<file path="src/rtl/button_debounce_pkg.sv">
// Shared definitions for the push-button debouncer: FSM state encoding,
// board-default timing constants and the input polarity helper.
package button_debounce_pkg;

  typedef enum logic [1:0] {
    IDLE_LO = 2'd0,
    WAIT_HI = 2'd1,
    IDLE_HI = 2'd2,
    WAIT_LO = 2'd3
  } db_state_t;

  // 10 ms of stability at the 100 MHz board clock
  localparam int unsigned DEFAULT_STABLE_COUNT = 32'd1000000;
  localparam int unsigned DEFAULT_CNT_WIDTH    = 32'd20;

  function automatic logic normalise_level(input logic raw, input logic active_low);
    return raw ^ active_low;
  endfunction

endpackage

</file>
<file path="src/rtl/button_debounce_if.sv">
// Button pin in, debounced level and edge strobes out.
interface button_debounce_if;
  logic btn_in;
  logic btn_level;
  logic btn_rise;
  logic btn_fall;

  modport master (output btn_in, input btn_level, input btn_rise, input btn_fall);
  modport slave  (input btn_in, output btn_level, output btn_rise, output btn_fall);
endinterface

</file>
<file path="src/rtl/button_debounce_sync_2ff.sv">
// Generic two-flop synchronizer for asynchronous board inputs; resets to 0.
module sync_2ff (
  input  logic clk,
  input  logic reset,
  input  logic d,
  output logic q
);

  logic s1_r;

  // Metastability filter: two back-to-back flops
  always_ff @(posedge clk or posedge reset) begin
    if (reset) begin
      s1_r <= 1'b0;
      q    <= 1'b0;
    end else begin
      s1_r <= d;
      q    <= s1_r;
    end
  end

endmodule

</file>
<file path="src/rtl/button_debounce.sv">
// Push-button debouncer: polarity normalise, synchronize, then accept a new
// level only after STABLE_COUNT qualifying cycles; emits rise/fall strobes.
module button_debounce
  import button_debounce_pkg::*;
#(
  parameter int unsigned STABLE_COUNT = DEFAULT_STABLE_COUNT,
  parameter int unsigned CNT_WIDTH    = DEFAULT_CNT_WIDTH,
  parameter bit          ACTIVE_LOW   = 1'b1
) (
  input  logic              clk,
  input  logic              reset,
  button_debounce_if.slave  bus
);

  localparam logic [CNT_WIDTH-1:0] CNT_ZERO = {CNT_WIDTH{1'b0}};
  localparam logic [CNT_WIDTH-1:0] CNT_ONE  = {{(CNT_WIDTH-1){1'b0}}, 1'b1};
  localparam logic [CNT_WIDTH-1:0] CNT_LAST = CNT_WIDTH'(STABLE_COUNT - 32'd1);

  logic                 btn_n_s;
  logic                 sync_s;
  db_state_t            state_r;
  logic [CNT_WIDTH-1:0] cnt_r;
  logic                 level_r;
  logic                 rise_r;
  logic                 fall_r;

  assign btn_n_s = normalise_level(bus.btn_in, ACTIVE_LOW);

  sync_2ff u_sync (
    .clk   (clk),
    .reset (reset),
    .d     (btn_n_s),
    .q     (sync_s)
  );

  // Qualification FSM; the counter stops at CNT_LAST so it never wraps
  always_ff @(posedge clk or posedge reset) begin
    if (reset) begin
      state_r <= IDLE_LO;
      cnt_r   <= CNT_ZERO;
      level_r <= 1'b0;
      rise_r  <= 1'b0;
      fall_r  <= 1'b0;
    end else begin
      rise_r <= 1'b0;
      fall_r <= 1'b0;
      case (state_r)
        IDLE_LO: begin
          if (sync_s) begin
            state_r <= WAIT_HI;
            cnt_r   <= CNT_ZERO;
          end
        end
        WAIT_HI: begin
          if (!sync_s) begin
            state_r <= IDLE_LO;
          end else if (cnt_r == CNT_LAST) begin
            state_r <= IDLE_HI;
            level_r <= 1'b1;
            rise_r  <= 1'b1;
          end else begin
            cnt_r <= cnt_r + CNT_ONE;
          end
        end
        IDLE_HI: begin
          if (!sync_s) begin
            state_r <= WAIT_LO;
            cnt_r   <= CNT_ZERO;
          end
        end
        WAIT_LO: begin
          if (sync_s) begin
            state_r <= IDLE_HI;
          end else if (cnt_r == CNT_LAST) begin
            state_r <= IDLE_LO;
            level_r <= 1'b0;
            fall_r  <= 1'b1;
          end else begin
            cnt_r <= cnt_r + CNT_ONE;
          end
        end
        default: begin
          state_r <= IDLE_LO;
          cnt_r   <= CNT_ZERO;
          level_r <= 1'b0;
        end
      endcase
    end
  end

  assign bus.btn_level = level_r;
  assign bus.btn_rise  = rise_r;
  assign bus.btn_fall  = fall_r;

endmodule

</file>
<file path="src/flat_wrapper.sv">
// flat-port wrapper written by rule: the top's interface ports become plain ports
module button_debounce_flat import button_debounce_pkg::*;
#(
  parameter int unsigned STABLE_COUNT = DEFAULT_STABLE_COUNT,
  parameter int unsigned CNT_WIDTH    = DEFAULT_CNT_WIDTH,
  parameter bit          ACTIVE_LOW   = 1'b1
)
  (clk, reset, bus_btn_in, bus_btn_level, bus_btn_rise, bus_btn_fall);
  button_debounce_if bus_i ();
  input  logic clk;
  input  logic reset;
  input wire logic [$bits(bus_i.btn_in)-1:0] bus_btn_in;
  output wire logic [$bits(bus_i.btn_level)-1:0] bus_btn_level;
  output wire logic [$bits(bus_i.btn_rise)-1:0] bus_btn_rise;
  output wire logic [$bits(bus_i.btn_fall)-1:0] bus_btn_fall;
  assign bus_i.btn_in = bus_btn_in;
  assign bus_btn_level = bus_i.btn_level;
  assign bus_btn_rise = bus_i.btn_rise;
  assign bus_btn_fall = bus_i.btn_fall;
  button_debounce #(.STABLE_COUNT(STABLE_COUNT), .CNT_WIDTH(CNT_WIDTH), .ACTIVE_LOW(ACTIVE_LOW)) u_core (.clk(clk), .reset(reset), .bus(bus_i));
endmodule
</file>
<file path="config.mk">
export PLATFORM = sky130hd
export DESIGN_NAME = button_debounce_flat
export DESIGN_NICKNAME = d
export VERILOG_FILES = /design/src/rtl/button_debounce_pkg.sv /design/src/rtl/button_debounce_if.sv /design/src/rtl/button_debounce_sync_2ff.sv /design/src/rtl/button_debounce.sv /design/src/flat_wrapper.sv
export SDC_FILE = /design/constraint.sdc
export NUM_CORES = 1
export LEC_CHECK = 0
export BUFFER_PORTS_ARGS = -buffer_cell sky130_fd_sc_hd__buf_2
export CAP_MARGIN = 20
export CORE_ASPECT_RATIO = 2
export CORE_UTILIZATION = 50
export DETAILED_ROUTE_END_ITERATION = 7
export PLACE_DENSITY = 0.67
export SETUP_SLACK_MARGIN = 0.05
export SKIP_LAST_GASP = 1
export SYNTH_ARGS = -nofsm -noshare
export SYNTH_HDL_FRONTEND = slang
export SYNTH_HIERARCHICAL = 1
export SYNTH_SLANG_ARGS = --single-unit
</file>
<file path="constraint.sdc">
create_clock -name clk -period 3.5 [get_ports clk]
set_input_delay 0.35 -clock clk [delete_from_list [all_inputs] [get_ports clk]]
set_output_delay 0.35 -clock clk [all_outputs]
set_load 0.01 [all_outputs]
</file>
==> results.json <==
{
  "outcome": "finished clean",
  "wl_per_cell_um": 17.8,
  "start_util_pct": 53.2,
  "core_um2": 3190,
  "synthesis.area_um2": 1700,
  "cts_resized": 0,
  "fillers": 283,
  "synthFlopType": "dfrtp_1",
  "p_leak_nw": 0.774,
  "final_cell_mix": "nand2_1 (29), dfrtp_1 (27), nand3_1 (11)",
  "worstSetupPathType": "reg2reg",
  "ys_warn_count": 6,
  "p_total_uw": 539,
  "slew_viol_final": 0,
  "r2r_end": "u_core/cnt_r[15]$_DFFE_PP0P_",
  "tns_ns": 0,
  "pin_count": 6,
  "cts_tree": "built",
  "antenna_left": 0,
  "crit_end": "u_core/cnt_r[15]$_DFFE_PP0P_",
  "syn_to_final_growth_pct": 6.11,
  "rsz0062_at_grt": "no",
  "yosys.cell_types.count": 52,
  "fin_crit_ns": 2.17,
  "critPathSlowestCell": "dfrtp_1",
  "final_nets": 194,
  "synth_seq_cells": 27,
  "vias": 1490,
  "crit_arrival_ns": 2.37,
  "avgSynthCellArea_um2": 8.99,
  "hold_class": "in2reg",
  "clkTransAtPathRegs_ns": 0.09,
  "gr-total-overflow": 0,
  "synth_nets": 193,
  "synth_cells": 189,
  "antenna_found_initial": 0,
  "final_common_cell": "nand2_1",
  "synth_edf_count": 0,
  "io_buffers": 5,
  "drtIter0Drc": 69,
  "r2r_setup_slack_ns": 1.33,
  "ir_drop_mv": 0.260,
  "grt_pass1_vias": 1465,
  "dp_slack_ns": 1.44,
  "clk_latency_ns": 0.27,
  "die_h_um": 84.4,
  "gp_congestion": 0.871,
  "final_cells": 220,
  "grt_usage_pct": 23.0,
  "first_pass_iters": 5,
  "fp.dieW_um": 43.2,
  "post_cts_buffers": 0,
  "antenna_cells": 0,
  "slew_headroom_pct": 56.4,
  "critPathBufInv": 1,
  "clock_skew_ns": 0.00344,
  "path_depth": 4,
  "ys_seq_area_share_pct": 39.8,
  "worstReg2RegStart": "u_core/state_r[0]$_DFFE_PP0P_",
  "crit_family": "simple AND/OR/NAND/NOR gates",
  "crit_start": "u_core/state_r[0]$_DFFE_PP0P_",
  "hold_violations": 0,
  "finalSetupViolCount": 0,
  "startpoint_type": "flip-flop",
  "crit_required_ns": 3.70,
  "dp_hpwl_um": 2800,
  "crit_fanout": 21,
  "drt-total-wl_um": 3920,
  "final_layout_size_suffix_gt1_share_pct": 11.6,
  "r2r_cells": 4,
  "cts_buffer_depth": 2,
  "grt_pass1_wl_um": 6530,
  "clockRootBuffer": "clkbuf_8",
  "clock_sinks": 27,
  "worst_slack_ns": 1.33,
  "max-cap-violations": 0,
  "place_inst": 214,
  "fmax_mhz": 462,
  "cpPeakStageDelay_ns": 0.77,
  "worstPathCellList": "inv_1, or3_1, or4_1, nand3_1",
  "drc": 0,
  "h-tree-depth": 1,
  "p_per_area_nw_per_um2": 299,
  "grt_max_degree": 34,
  "final.period_utilization_pct": 61.9,
  "tightestPinTransition_ns": 0.654,
  "rows": 29,
  "vias_per_cell": 6.77,
  "die_area_um2": 3650,
  "synthArstFlopShare_pct": 100,
  "crit_path_end_kind": "flip-flop",
  "cts_inserted_buffers": 3
}
[cell usage after synthesis, drive strengths merged (2+ instances only)]
cell | instances | area share, %
nor2 | 10 | 2.2
and4 | 3 | 1.5
mux2i | 7 | 4.1
or4 | 4 | 2.0
a21o | 2 | 0.88
and3 | 6 | 2.2
inv | 7 | 1.5
a31oi | 3 | 1.1
nor4 | 4 | 3.2
o211ai | 6 | 2.7
clkbuf | 9 | 2.2
o21ai | 8 | 2.4
nand4 | 5 | 1.8
a211oi | 2 | 1.2
nand2b | 2 | 0.74
a21boi | 2 | 0.88
and2 | 2 | 0.74
or3 | 2 | 0.74
dfrtp | 27 | 40
nor3 | 4 | 1.5
nand2 | 29 | 6.4
buf | 3 | 1.2
nor4b | 4 | 2.4
a21oi | 7 | 2.1
nand3 | 14 | 5.0
nand4b | 2 | 1.0
[registers in the layout (all words and copies together), names as in the netlist, named ones only]
signal and count:
u_core/bus.btn_fall 1, u_core/u_sync/s1_r 1, u_core/bus.btn_level 1, u_core/state_r 1
u_core/bus.btn_rise 1, u_core/cnt_r 20, u_core/u_sync/q 1
[worst min-delay path by stage]
stage                                        end  depth (start not counted)       start  slack (ns)
floorplan              u_core/u_sync/q$_DFF_PP0_                          1       reset        0.09
finish              u_core/u_sync/s1_r$_DFF_PP0_                          2  bus_btn_in        0.22
global route        u_core/u_sync/s1_r$_DFF_PP0_                          2  bus_btn_in        0.21
detailed placement  u_core/u_sync/s1_r$_DFF_PP0_                          2       reset        0.21
CTS                 u_core/u_sync/s1_r$_DFF_PP0_                          2  bus_btn_in        0.21
global placement    u_core/u_sync/s1_r$_DFF_PP0_                          2       reset        0.21
[repair_timing]
item / in CTS / in global routing
endpoints found under the setup margin: 0 / 0
hold buffers: 1 / 0
endpoints found under the hold margin: 2 / 0
[layer usage]
layer  GRT usage [%]  wire length [um]  up-vias
li1                -                 -      696
met1            26.1              1470      740
met2            40.8              2200       48
met3            1.72               143        6
met4            12.1                95        0
met5               0                 0        -
[layout make-up]
class                   count  area, um^2  share of cell area, %
repair buffers              8        70.1                   3.89
multi-input cells         143         947                   52.5
clock buffers               4        45.0                   2.50
flip-flops and latches     27         676                   37.5
well taps                  31        38.8                   2.15
inverters                   7        26.3                   1.46
[power by group]
| part | switching [mW] | internal, mW | total, mW |
|---|---|---|---|
| registers | 0.0110 | 0.317 | 0.328 |
| clock network | 0.0907 | 0.0814 | 0.172 |
| logic | 0.0243 | 0.0141 | 0.0384 |
| total | 0.126 | 0.413 | 0.539 |
[stage by stage]
step,cell area [um^2],hold WS [ns],utilization (%)
final,1800,0.216,56.5
after floorplan,1700,0.0912,-
after global placement,1720,0.205,53.9
after global routing,1800,0.207,56.5
after CTS,1780,0.208,55.6
after detailed placement,1720,0.212,53.9
[kinds of logic (layout without fill, tap and decap cells)]
| group | after synthesis | in the layout | share of synthesized area [%] |
|---|---|---|---|
| AO/OA/AOI/OAI | 38 | 38 | 15.2 |
| multiplexers | 8 | 8 | 4.79 |
| flip-flops | 27 | 27 | 39.8 |
| adder cells (fa/ha/maj) | 1 | 1 | 0.736 |
| AND/OR/NAND/NOR | 94 | 94 | 33.1 |
| XOR/XNOR | 2 | 2 | 1.47 |
| buffers and inverters | 19 | 19 | 4.93 |
(Power assumes the default switching activity.)
